File: config.mk
export PLATFORM = sky130hd
export DESIGN_NAME = mc_sequencer
export DESIGN_NICKNAME = d
export VERILOG_FILES = /design/src/rtl/mc_sequencer_pkg.sv /design/src/rtl/mc_decode.sv /design/src/rtl/mc_sequencer.sv
export SDC_FILE = /design/constraint.sdc
export NUM_CORES = 1
export LEC_CHECK = 0
export ABC_AREA = 1
export BUFFER_PORTS_ARGS = -buffer_cell sky130_fd_sc_hd__buf_2
export CAP_MARGIN = 20
export CORE_UTILIZATION = 35
export CTS_BUF_LIST = sky130_fd_sc_hd__clkbuf_4
export CTS_CLUSTER_DIAMETER = 50
export DETAILED_ROUTE_END_ITERATION = 12
export PLACE_DENSITY = 0.57
export SYNTH_ARGS = -nofsm -noshare
export SYNTH_HDL_FRONTEND = slang
export SYNTH_SLANG_ARGS = --single-unit
File: constraint.sdc
create_clock -name clk -period 1.6 [get_ports clk]
set_input_delay 0.4 -clock clk [delete_from_list [all_inputs] [get_ports clk]]
set_output_delay 0.4 -clock clk [all_outputs]
set_load 0.1 [all_outputs]
File: src/rtl/mc_sequencer_pkg.sv
// Shared encodings for the multi-cycle MIPS control sequencer: state codes,
// opcode/funct values and next-PC source selects.
package mc_sequencer_pkg;

    typedef enum logic [3:0] {
        S_IDLE   = 4'd0,
        S_FETCH  = 4'd1,
        S_DECODE = 4'd2,
        S_EXEC   = 4'd3,
        S_MEM    = 4'd4,
        S_WB     = 4'd5,
        S_BRANCH = 4'd6,
        S_JUMP   = 4'd7,
        S_HALT   = 4'd8
    } state_t;

    localparam logic [5:0] OP_RTYPE = 6'b000000;
    localparam logic [5:0] OP_LW    = 6'b100011;
    localparam logic [5:0] OP_SW    = 6'b101011;
    localparam logic [5:0] OP_BEQ   = 6'b000100;
    localparam logic [5:0] OP_BNE   = 6'b000101;
    localparam logic [5:0] OP_J     = 6'b000010;
    localparam logic [5:0] OP_JAL   = 6'b000011;
    localparam logic [5:0] OP_ADDI  = 6'b001000;
    localparam logic [5:0] OP_ADDIU = 6'b001001;
    localparam logic [5:0] OP_SLTI  = 6'b001010;
    localparam logic [5:0] OP_ANDI  = 6'b001100;
    localparam logic [5:0] OP_ORI   = 6'b001101;
    localparam logic [5:0] OP_LUI   = 6'b001111;
    localparam logic [5:0] FN_JR    = 6'b001000;

    localparam logic [1:0] PC_SRC_PC4 = 2'd0;
    localparam logic [1:0] PC_SRC_BR  = 2'd1;
    localparam logic [1:0] PC_SRC_JMP = 2'd2;
    localparam logic [1:0] PC_SRC_JR  = 2'd3;

endpackage

File: src/rtl/mc_decode.sv
// Combinational instruction classifier: maps (op, funct) onto the instruction
// classes the sequencer steps through.
module mc_decode
    import mc_sequencer_pkg::*;
(
    input  logic [5:0] op,
    input  logic [5:0] funct,
    output logic       is_alu,
    output logic       is_lw,
    output logic       is_sw,
    output logic       is_br,
    output logic       is_jmp,
    output logic       is_jal,
    output logic       is_jr,
    output logic       is_illegal
);

    always_comb begin
        is_alu     = 1'b0;
        is_lw      = 1'b0;
        is_sw      = 1'b0;
        is_br      = 1'b0;
        is_jmp     = 1'b0;
        is_jal     = 1'b0;
        is_jr      = 1'b0;
        is_illegal = 1'b0;
        case (op)
            OP_RTYPE: begin
                if (funct == FN_JR) begin
                    is_jmp = 1'b1;
                    is_jr  = 1'b1;
                end else begin
                    is_alu = 1'b1;
                end
            end
            OP_LW:          is_lw = 1'b1;
            OP_SW:          is_sw = 1'b1;
            OP_BEQ, OP_BNE: is_br = 1'b1;
            OP_J:           is_jmp = 1'b1;
            OP_JAL: begin
                is_jmp = 1'b1;
                is_jal = 1'b1;
            end
            OP_ADDI, OP_ADDIU, OP_SLTI, OP_ANDI, OP_ORI, OP_LUI: is_alu = 1'b1;
            default:        is_illegal = 1'b1;
        endcase
    end

endmodule

File: src/rtl/mc_sequencer.sv
// Multi-cycle control sequencer: steps each instruction through
// fetch/decode/execute/memory/write-back and drives the datapath enables.
module mc_sequencer
    import mc_sequencer_pkg::*;
#(
    parameter int CNT_W = 32
) (
    input  logic             clk,
    input  logic             rst,
    input  logic             run,
    input  logic [5:0]       op,
    input  logic [5:0]       funct,
    input  logic             zero,
    input  logic             mem_rdy,
    output logic             pc_wr,
    output logic [1:0]       pc_src,
    output logic             ir_wr,
    output logic             reg_wr,
    output logic             mem_rd,
    output logic             mem_wr,
    output logic [3:0]       state,
    output logic             illegal,
    output logic [CNT_W-1:0] instr_cnt
);

    state_t           state_reg, state_next;
    logic             illegal_reg;
    logic [CNT_W-1:0] cnt_reg;
    logic             retire;
    logic             set_illegal;
    logic             br_taken;

    logic is_alu, is_lw, is_sw, is_br, is_jmp, is_jal, is_jr, is_illegal;

    mc_decode u_decode (
        .op         (op),
        .funct      (funct),
        .is_alu     (is_alu),
        .is_lw      (is_lw),
        .is_sw      (is_sw),
        .is_br      (is_br),
        .is_jmp     (is_jmp),
        .is_jal     (is_jal),
        .is_jr      (is_jr),
        .is_illegal (is_illegal)
    );

    // beq is taken on zero, bne on non-zero
    assign br_taken = is_br && (zero ^ (op == OP_BNE));

    always_ff @(posedge clk or negedge rst) begin
        if (!rst) begin
            state_reg   <= S_IDLE;
            illegal_reg <= 1'b0;
            cnt_reg     <= '0;
        end else begin
            state_reg <= state_next;
            if (set_illegal)
                illegal_reg <= 1'b1;
            if (retire)
                cnt_reg <= cnt_reg + CNT_W'(1);
        end
    end

    always_comb begin
        state_next  = state_reg;
        pc_wr       = 1'b0;
        pc_src      = PC_SRC_PC4;
        ir_wr       = 1'b0;
        reg_wr      = 1'b0;
        mem_rd      = 1'b0;
        mem_wr      = 1'b0;
        retire      = 1'b0;
        set_illegal = 1'b0;
        case (state_reg)
            S_IDLE: begin
                if (run)
                    state_next = S_FETCH;
            end
            S_FETCH: begin
                ir_wr      = 1'b1;
                state_next = S_DECODE;
            end
            S_DECODE: begin
                if (is_illegal) begin
                    set_illegal = 1'b1;
                    state_next  = S_HALT;
                end else if (is_jmp) begin
                    state_next = S_JUMP;
                end else if (is_br) begin
                    state_next = S_BRANCH;
                end else if (is_alu || is_lw || is_sw) begin
                    state_next = S_EXEC;
                end else begin
                    set_illegal = 1'b1;
                    state_next  = S_HALT;
                end
            end
            S_EXEC: begin
                state_next = (is_lw || is_sw) ? S_MEM : S_WB;
            end
            S_MEM: begin
                mem_wr = is_sw;
                mem_rd = !is_sw;
                if (mem_rdy) begin
                    if (is_sw) begin
                        pc_wr  = 1'b1;
                        retire = 1'b1;
                    end else begin
                        state_next = S_WB;
                    end
                end
            end
            S_WB: begin
                reg_wr = 1'b1;
                pc_wr  = 1'b1;
                retire = 1'b1;
            end
            S_BRANCH: begin
                pc_wr  = 1'b1;
                pc_src = br_taken ? PC_SRC_BR : PC_SRC_PC4;
                retire = 1'b1;
            end
            S_JUMP: begin
                pc_wr  = 1'b1;
                pc_src = is_jr ? PC_SRC_JR : PC_SRC_JMP;
                reg_wr = is_jal;
                retire = 1'b1;
            end
            S_HALT: state_next = S_HALT;
            default: state_next = S_IDLE;
        endcase
        // run is only looked at on the instruction boundary
        if (retire)
            state_next = run ? S_FETCH : S_IDLE;
    end

    assign state     = state_reg;
    assign illegal   = illegal_reg;
    assign instr_cnt = cnt_reg;

endmodule

# Word-level counts from Yosys, hierarchy flattened
# Cells that the tools add are included.
# classes
bitwise,1
shift,0
n_mul,0
n_lt_le_gt_ge,0
n_reduce_logical,13
addsub,1
n_div,0
eq_ne,25
muxes,35
# op_table
op,count
equality test 6 x 4 -> 1 bit (second input constant),7
adder 32 x 1 -> 32 bit (second input constant),1
2-to-1 mux 4 bit,8
case mux 4 bit (7 select lines),1
2-to-1 mux 1 bit,21
equality test 4 x 3 -> 1 bit (second input constant),4
OR reduction 13 bit,1
equality test 6 x 2 -> 1 bit (second input constant),2
equality test 6 x 3 -> 1 bit (second input constant),2
equality test 6 bit (second input constant),2
!= test 3 bit (second input constant),3
equality test 4 x 2 -> 1 bit (second input constant),2
case mux 1 bit (2 select lines),4
zero test 6 bit,1
OR reduction 6 bit,1
equality test 4 x 1 -> 1 bit (second input constant),1
equality test 4 bit (second input constant),1
zero test 4 bit,1
case mux 2 bit (2 select lines),1
AND reduction 4 bit,1
OR reduction 2 bit,2
logical OR 1 bit,3
OR reduction 3 bit,1
!= test 2 x 1 -> 1 bit (second input constant),1
other kinds (3),3
# totals
rom_bits,0
reg_bits,37
memories,0
latchBits,0
ramBits,0
in_bits,17
output_inout_bits,44

# Depth between registers and ports, before layout
# logic_depth
depth_word,11
mapped_depth,12
depth_no_buf,12

# By module
# Synthesis repeated with hierarchy kept, for this count alone.
# hier_totals
hier_cells,421
hier_area_um2,2646.3
# by_module_without_submodules
module,cells_each,area_per_inst_um2,seq_area_each_um2,instances
mc_sequencer,379,2457.4,925.9,1
mc_decode,42,188.9,0.0,1

# Worst setup path before layout
# No wires, ideal clock.
# synth_path
path_kind,register to output
startpoint,"reg state_reg[1], in the netlist state[1]"
endpoint,out pc_src[0]
path_buffers,0
stages_incl_launch_ff,5
t_required_ps,1200
setup_slack_ps,-2388
t_arrival_ps,3588
cell_sequence,dfrtp_1 -> nand2_1 -> nor2_1 -> nand2_1 -> o31ai_1
# synth_between
elab_chain_cells,2
# synth_rtl
element,line_no,source
"start, declared",mc_sequencer.sv:26,"state_t state_reg, state_next;"
"start signal, assigned",mc_sequencer.sv:57,state_reg <= state_next;
equality test 4 x 3 -> 1 bit,mc_sequencer.sv:75,case (state_reg)
case mux 2 bit (2 select lines) (*),mc_sequencer.sv:75,
"end, declared",mc_sequencer.sv:16,"output logic [1:0] pc_src,"
# Every way passes the cells marked *; elsewhere a longest branch is shown, timed or not.

# Worst setup path after layout
# layout_path
startpoint,"reg state_reg[3], in the netlist state[3]"
endpoint,out mem_wr
# layout_between
elab_chain_cells,2
# layout_rtl
element,line_no,source
equality test 4 x 3 -> 1 bit,mc_sequencer.sv:75,
2-to-1 mux 1 bit,mc_sequencer.sv:75,
"end, declared",mc_sequencer.sv:20,"output logic mem_wr,"
# Every way passes these cells.

==> flow_summary.yaml <==
critical_path:
  crit_arrival_ns: 1.63
  cp_max_fo: 3
  required_ns: 1.20
  cp-end-kind: "primary output"
  crit_type: "reg2out"
  critPathLaunchType: "flip-flop"
timing:
  clock_skew_ns: 0.00953
  rsz0062_at_grt: "true"
  worstMarginPinSlew_ns: 0.478
  fin_ws_ns: -0.428
  tns_ns: -9.39
  finalHoldViolCount: 0
  slew_viol_final: 0
  relSlewSlack: 0.681
  period_needed_ns: 2.03
  post-route-period-util: 1.27
  setup_viol: 41
  max_clock_freq_mhz: 493
  holdWs_ns: 0.000124
routing:
  viasPerCell: 4.74
  drc: 0
  totalWireLength_mm: 8.17
  wire_per_inst_um: 13.6
  first_pass_iters: 5
  initialDrtViolationCount: 114
  postRouteAntennaNets: 0
  vias: 2848
clock_network:
  cts_max_level: 2
  cts_sinks: 37
  path_clk_slew_ns: 0.11
  ctsLongestPathBuffers: 2
  numCtsBuffers: 5
  cts_root_buf: "clkbuf_4"
  cts_tree: "done"
  clk_latency_ns: 0.34
power:
  leakage_nw: 2.05
  ir_drop_v: 0.00146
  powerDensity_mw_per_mm2: 1360
final_layout:
  layout_common_cells: "118 x nand2_1, 54 x buf_4, 53 x nor2_1"
  layout-drive-gt1-share: 0.471
  post-route-util: 0.628
  largest_reg_flops: 32
  nets: 523
  syn_to_final_growth_pct: 71.3
  mostFrequentLayoutCell: "nand2_1"
  nFillCells: 652
  antenna_cells: 0
die:
  die_area_sq_mm: 0.00758
  io_pins: 61
  die_w_um: 87.0
  core_sq_mm: 0.00691
  die_h_um: 87.0
  initial_core_util: 0.366
  rows: 30
placed_design:
  gp_congestion: 0.910
  hpwlAfterDp_mm: 5.96
  place_ws_ns: -0.274
  io_buffers: 60
global_route:
  antenna_found_initial: 0
  grt_pass1_wl_mm: 12.6
  grt_max_degree: 20
  grt_pass1_vias: 2671
  track_usage: 0.218
  overflow: 0
synthesis:
  ys_warn_count: 0
  syn_nets: 405
  ys_seq_elements: 37
  synthFlopType: "dfrtp_1"
  synthCells: 387
  synth_top_cell_by_area: "dfrtp_1"
  netlist.area_leader.share: 0.366
  syn_area_sq_mm: 0.00253
  synth_edf_count: 0
  synth_cell_types: 30
  yosys-top-cells-area: "dfrtp_1 37%, nand2_1 23%, nor2_1 8.7%, inv_1 5.5%, xor2_1 4.2%"
  async_flop_share: 1.00
  ys_seq_area_frac: 0.366
  avgSynthCellArea_sq_um: 6.54
flow_run:
  drv_cap: 0
run_status:
  failed_checks: "negative setup slack"
  status: "finished with violations"
min_path:
  hold_path.class: "in2async"
[cells in the mapped netlist (2+ instances only)]
library cell and n:
o31ai_1 2, nand3b_1 7, o21ai_0 14, a21oi_1 4, buf_4 2, nand2_1 154, nor2_2 2, nand4_1 2
xor2_1 12, inv_1 37, nand3_1 17, nand2_2 5, nor3_1 12, inv_2 2, xnor2_1 6, nor2_1 59
dfrtp_1 37
[stage by stage]
stage	std cells	cell area (sq um)	total power (W)
4_1_cts	590	3930	0.00535
3_3_place_gp	570	3590	0.00440
2_1_floorplan	387	2770	0.00342
5_1_grt	601	4340	0.00617
3_5_place_dp	570	3590	0.00443
6_report	601	4340	0.00590
[worst paths after layout]
| kind | startpoint | endpoint | slack, ns | depth (start not counted) |
|---|---|---|---|---|
| min | rst | instr_cnt[1] | 0.0001 | 1 |
| max reg2reg | state[3] | instr_cnt[10] | -0.26 | 13 |
| min in group clk | run | state[0] | 0.30 | 3 |
| max in group asynchronous | rst | instr_cnt[15] | 1.11 | 2 |
| max | state[3] | mem_wr | -0.43 | 6 |
| min reg2reg | illegal | illegal | 0.48 | 2 |
[cells by family (layout without fill, tap and decap cells)]
kind of cell | after synthesis | in the layout | synth area share
AO/OA/AOI/OAI | 24 | 24 | 0.0529
XOR/XNOR | 18 | 18 | 0.0623
adder cells (fa/ha/maj) | 1 | 1 | 0.00494
buffers and inverters | 44 | 162 | 0.0761
flip-flops | 37 | 37 | 0.366
AND/OR/NAND/NOR | 263 | 263 | 0.438
[layout make-up]
| class | instances | area (sq um) | area share |
|---|---|---|---|
| Timing Repair inverter | 1 | 11.3 | 0.00260 |
| Timing Repair Buffer | 115 | 1180 | 0.272 |
| Inverter | 39 | 175 | 0.0404 |
| Clock buffer | 6 | 45.0 | 0.0104 |
| Sequential cell | 37 | 1040 | 0.240 |
| Clock inverter | 1 | 3.75 | 0.000866 |
| Multi-Input combinational cell | 306 | 1760 | 0.406 |
| Tap cell | 96 | 120 | 0.0277 |
[report_power, final]
part / switching, W / internal (W) / leakage [nW]
combinational: 0.00245 / 0.00157 / 1.59
sequential: 0.000242 / 0.00115 / 0.433
clock: 0.000306 / 0.000177 / 0.0292
total: 0.00300 / 0.00290 / 2.05
[metal layers]
layer | GRT usage | share of wire | up-vias
li1 | - | - | 1446
met2 | 0.351 | 0.47 | 61
met4 | 0.0682 | 0.011 | 0
met3 | 0.0284 | 0.035 | 8
met5 | 0 | 0 | -
met1 | 0.302 | 0.48 | 1333
[worst max-delay path, cell delays in order, from the launching register on]
cell and delay [ns]:
dfrtp_4 0.52, inv_4 0.08, nand2_4 0.08, nor2_4 0.16, inv_4 0.07, nor3_4 0.20
buf_12 0.20
[timing repair]
action                     CTS  global route
buffers inserted            11            11
pin swaps                    5            23
gates resized for setup     52           101
setup endpoints to repair   35            51
hold buffers                 0             0
gates cloned                 2             2
No activity file was read; power rests on OpenSTA's default activity.
